--- src/rtl/piso_serializer.sv ---
// ---------------------------------------------------------------------------
// piso_serializer
//   Parallel-in, serial-out transmitter. It accepts a WIDTH-bit word over a
//   load_valid/load_ready handshake and sends it MSB first on sout, one bit per
//   enabled rising edge. The companion negative-edge shift-left receiver
//   reassembles the word in its original bit order.
//
//   Optional feature: define PISO_PARITY_EN to append an even-parity bit after
//   the data bits. The PAR state and the parity flop exist only in that build.
//
// Ports
//   clk         in   rising-edge clock
//   rst_n       in   asynchronous active-low reset
//   enable      in   shift enable; while low, SHIFT/PAR hold
//   load_valid  in   din holds a word to transmit
//   load_ready  out  block is in IDLE and can take a word
//   din         in   parallel word, captured on the handshake edge
//   sout        out  serial data, 0 whenever sout_valid is 0
//   sout_valid  out  a frame bit is on sout
//   done        out  one-cycle pulse after the last bit of a frame
// ---------------------------------------------------------------------------
module piso_serializer #(
  parameter int unsigned WIDTH = 8
) (
  input  logic             clk,
  input  logic             rst_n,
  input  logic             enable,
  input  logic             load_valid,
  output logic             load_ready,
  input  logic [WIDTH-1:0] din,
  output logic             sout,
  output logic             sout_valid,
  output logic             done
);

  localparam int unsigned CNT_W = $clog2(WIDTH) + 1;
  localparam logic [CNT_W-1:0] LAST_BIT = CNT_W'(WIDTH - 1);

`ifdef PISO_PARITY_EN
  typedef enum logic [1:0] {
    IDLE  = 2'd0,
    SHIFT = 2'd1,
    PAR   = 2'd2
  } state_e;
`else
  typedef enum logic [1:0] {
    IDLE  = 2'd0,
    SHIFT = 2'd1
  } state_e;
`endif

  state_e            state_q, state_d;
  logic [WIDTH-1:0]  shreg_q, shreg_d;
  logic [CNT_W-1:0]  bitcnt_q, bitcnt_d;
  logic              sout_valid_q, sout_valid_d;
  logic              done_q, done_d;
  logic              load_ready_q, load_ready_d;
`ifdef PISO_PARITY_EN
  logic              par_q, par_d;
`endif

  // sout is the shift register MSB; the register is all-zero whenever no
  // frame bit is being driven, so no extra gating is needed.
  assign sout       = shreg_q[WIDTH-1];
  assign sout_valid = sout_valid_q;
  assign done       = done_q;
  assign load_ready = load_ready_q;

  // Next-state and next-output logic
  always_comb begin
    state_d      = state_q;
    shreg_d      = shreg_q;
    bitcnt_d     = bitcnt_q;
    sout_valid_d = sout_valid_q;
    done_d       = 1'b0;
`ifdef PISO_PARITY_EN
    par_d        = par_q;
`endif

    case (state_q)
      IDLE: begin
        sout_valid_d = 1'b0;
        // Load is taken regardless of enable; first bit is valid right away.
        if (load_valid) begin
          state_d      = SHIFT;
          shreg_d      = din;
          bitcnt_d     = '0;
          sout_valid_d = 1'b1;
`ifdef PISO_PARITY_EN
          par_d        = ^din;
`endif
        end
      end

      SHIFT: begin
        if (enable) begin
          shreg_d  = {shreg_q[WIDTH-2:0], 1'b0};
          bitcnt_d = bitcnt_q + CNT_W'(1);
          if (bitcnt_q == LAST_BIT) begin
`ifdef PISO_PARITY_EN
            // Parity rides in the MSB so it appears on sout like a data bit.
            state_d = PAR;
            shreg_d = {par_q, (WIDTH-1)'(0)};
`else
            state_d      = IDLE;
            sout_valid_d = 1'b0;
            done_d       = 1'b1;
`endif
          end
        end
      end

`ifdef PISO_PARITY_EN
      PAR: begin
        if (enable) begin
          state_d      = IDLE;
          shreg_d      = '0;
          sout_valid_d = 1'b0;
          done_d       = 1'b1;
        end
      end
`endif

      default: begin
        state_d      = IDLE;
        shreg_d      = '0;
        sout_valid_d = 1'b0;
      end
    endcase

    load_ready_d = (state_d == IDLE);
  end

  // State and output registers
  always_ff @(posedge clk or negedge rst_n) begin
    if (!rst_n) begin
      state_q      <= IDLE;
      shreg_q      <= '0;
      bitcnt_q     <= '0;
      sout_valid_q <= 1'b0;
      done_q       <= 1'b0;
      load_ready_q <= 1'b1;
`ifdef PISO_PARITY_EN
      par_q        <= 1'b0;
`endif
    end else begin
      state_q      <= state_d;
      shreg_q      <= shreg_d;
      bitcnt_q     <= bitcnt_d;
      sout_valid_q <= sout_valid_d;
      done_q       <= done_d;
      load_ready_q <= load_ready_d;
`ifdef PISO_PARITY_EN
      par_q        <= par_d;
`endif
    end
  end

endmodule

--- config.mk ---
export PLATFORM = sky130hd
export DESIGN_NAME = piso_serializer
export DESIGN_NICKNAME = d
export VERILOG_FILES = /design/src/rtl/piso_serializer.sv
export SDC_FILE = /design/constraint.sdc
export NUM_CORES = 1
export LEC_CHECK = 0
export CAP_MARGIN = 30
export CORE_MARGIN = 2
export CORE_UTILIZATION = 35
export CTS_CLUSTER_SIZE = 28
export DETAILED_ROUTE_END_ITERATION = 8
export PLACE_DENSITY = 0.63
export SKIP_LAST_GASP = 1
export SLEW_MARGIN = 5
export SYNTH_ARGS = -nofsm -noshare
export SYNTH_HDL_FRONTEND = slang
export SYNTH_SLANG_ARGS = --single-unit
export TNS_END_PERCENT = 50
--- constraint.sdc ---
create_clock -name clk -period 1.9 [get_ports clk]
set_clock_uncertainty 0.15 [all_clocks]
set_input_delay 0.475 -clock clk [delete_from_list [all_inputs] [get_ports clk]]
set_output_delay 0.475 -clock clk [all_outputs]
set_load 0.005 [all_outputs]
==> impl_metrics.json <==
{
  "worstSetupStartpointType": "input port",
  "vias": 605,
  "avgSynthCellArea_sq_um": 11.3,
  "synth_cells": 75,
  "drive_above_1_share_pct": 22.4,
  "core_area_sq_um": 2250,
  "async_flop_share_pct": 100,
  "grt_pass1_vias": 613,
  "critical_path.top_delay_family": "buffers and inverters",
  "drc": 0,
  "dieArea_sq_um": 2840,
  "critPathCaptureType": "flop",
  "cts_buffer_depth": 2,
  "place_area_sq_um": 1070,
  "synth_ff_type": "dfrtp_1",
  "area_growth_syn_to_layout_pct": 29.3,
  "leakage_uw": 0.000505,
  "cts_buffers": 3,
  "path_cells": "clkdlybuf4s50_1 > nor2b_1 > a211oi_4 > buf_4 > mux2_2",
  "status": "finished clean",
  "dp_hpwl_mm": 1.12,
  "rsz0062_at_grt": "no",
  "grt_pass1_wl_mm": 2.62,
  "ys_warn_count": 0,
  "sw_frac_of_total_pct": 25.8,
  "clock_sinks": 17,
  "min_path_type": "in -> async",
  "ys_seq_elements": 17,
  "cts_resized": 1,
  "grt_max_degree": 18,
  "syn-num-nets": 88,
  "holdWs_ns": 0.353,
  "p_comb_share_pct": 20.8,
  "maxCapViolCount": 0,
  "finalSetupViolations": 0,
  "gp_congestion": 0.784,
  "p_switching_uw": 202,
  "dieHeight_um": 53.3,
  "finalCriticalPeriod_ns": 1.81,
  "max_freq_ghz": 0.554,
  "dr.pass1.iters": 4,
  "ios": 16,
  "cellInternalPower_uw": 582,
  "synth-edff-count": 0,
  "worst-path-buf-inv": 2,
  "p_seq_share_pct": 55.2,
  "nets": 112,
  "holdBufCountCts": 0,
  "drt_iter0_drc": 1,
  "worstSetupPathType": "in -> reg",
  "place_inst": 122,
  "clkLatencyLatePin_ns": 0.29,
  "cts-root-buf": "clkbuf_4",
  "grt_overflow": 0,
  "totalWireLength_mm": 1.47,
  "start_util_pct": 37.7,
  "antenna_cells": 0,
  "fin_cells": 126,
  "rows": 17,
  "die_w_um": 53.3,
  "grt_antenna_before_repair": 0,
  "via_per_inst": 4.80,
  "wl_per_cell_um": 11.7,
  "timing.final.max_slew_violations": 0,
  "required_ns": 1.93,
  "clkSlewWorstSetupHoldPaths_ns": 0.09,
  "max_stage_delay_ns": 0.42,
  "syn_area_sq_um": 851,
  "power.density_nw_per_um2": 713,
  "fin_area_sq_um": 1100,
  "crit_fanout": 3,
  "ir_drop_mv": 0.380,
  "finalCritPeriodShare_pct": 95.1,
  "critPathArrivalTime_ns": 1.83,
  "hold_viol": 0,
  "seq_area_frac_synth_pct": 50.1,
  "yosys.cell_types.count": 27,
  "post_cts_buffers": 0,
  "critPathSlowestCell": "clkdlybuf4s50_1",
  "cts_tree": "yes",
  "clkPwrFrac_pct": 24.0,
  "port_buffers": 15,
  "drtAntennaViolNets": 0,
  "htree_num_levels": 1,
  "grtUsageTotal_pct": 13.6
}
cell families (layout without fill, tap and decap cells):
logic type,count (synthesis),in the layout,share of synthesized area [%]
and+or+nand+nor,23,23,13.2
AOI/OAI and AO/OA,9,9,9.71
other,1,1,0.441
buffers and inverters,7,30,3.82
muxes,17,17,21.2
DFF,17,17,50.1
adders and majority gates,1,1,1.47
final cells by class:
| cell class | instances | area (sq um) |
|---|---|---|
| repair buffers | 23 | 209 |
| clock buffers | 4 | 26.3 |
| well taps | 28 | 35.0 |
| fillers | 234 | 1150 |
| inverters | 3 | 11.3 |
| multi-input cells | 51 | 392 |
| flip-flops and latches | 17 | 427 |
metal layers:
layer  up-vias  GRT usage, %  part of all wire (%)
li1        302             -                     -
met1       287          14.3                    43
met2        11          22.0                    50
met3         5          5.93                   5.2
met4         0          8.55                   2.1
met5         -             0                     0
final timing paths:
path                       startpoint    endpoint  slack (ns)  cells after the start
hold reg to reg            shreg_q[6]  shreg_q[6]        0.36                      1
min in group clk           shreg_q[6]  shreg_q[6]        0.36                      1
hold / removal                  rst_n  shreg_q[6]        0.35                      2
setup / recovery           load_valid  shreg_q[7]        0.09                      5
max in group asynchronous       rst_n  load_ready        0.99                      2
setup reg to reg           state_q[0]  shreg_q[7]        0.17                      4
state kept, by name (all words and copies together) (netlist names):
register and flops:
sout_valid 1, done 1, state_q 2, bitcnt_q 4
shreg_q 8, load_ready 1
metrics by stage:
step | power (uW) | util, % | setup TNS, ns | worst slack, ns
floorplan | 533 | - | 0 | 0.265
global placement | 603 | 47.7 | -1.75 | -0.210
detailed placement | 608 | 47.7 | -1.78 | -0.208
CTS | 799 | 48.8 | 0 | 0.0953
global route | 841 | 48.8 | 0 | 0.00451
finish | 784 | 48.8 | 0 | 0.0937
power groups by stage:
stage | registers [uW] | logic (uW) | clock network, uW
CTS | 434 | 166 | 199
finish | 433 | 163 | 188
global placement | 440 | 162 | 0
floorplan | 430 | 103 | 0
global route | 440 | 182 | 220
detailed placement | 442 | 167 | 0
cells in the final DEF, fill, tap and decap left out, types with 2 or more instances in the layout:
cell type         n
dfrtp_1          16
clkdlybuf4s50_1  14
nor2_1           11
mux2i_1           9
mux2_2            8
buf_4             8
nand2_1           4
inv_1             3
a22o_1            3
clkbuf_4          3
nand3_1           2
synthesized netlist by cell type, drive strengths merged (2+ instances only):
library cell	count	area share (%)
nor2	11	4.9
mux2i	9	11
dfrtp	16	47
a22o	3	3.1
clkbuf	2	1.0
mux2	8	11
nand3	2	1.2
inv	3	1.3
buf	2	1.5
nand2	4	1.8
Power figures use the tool's default switching activity.
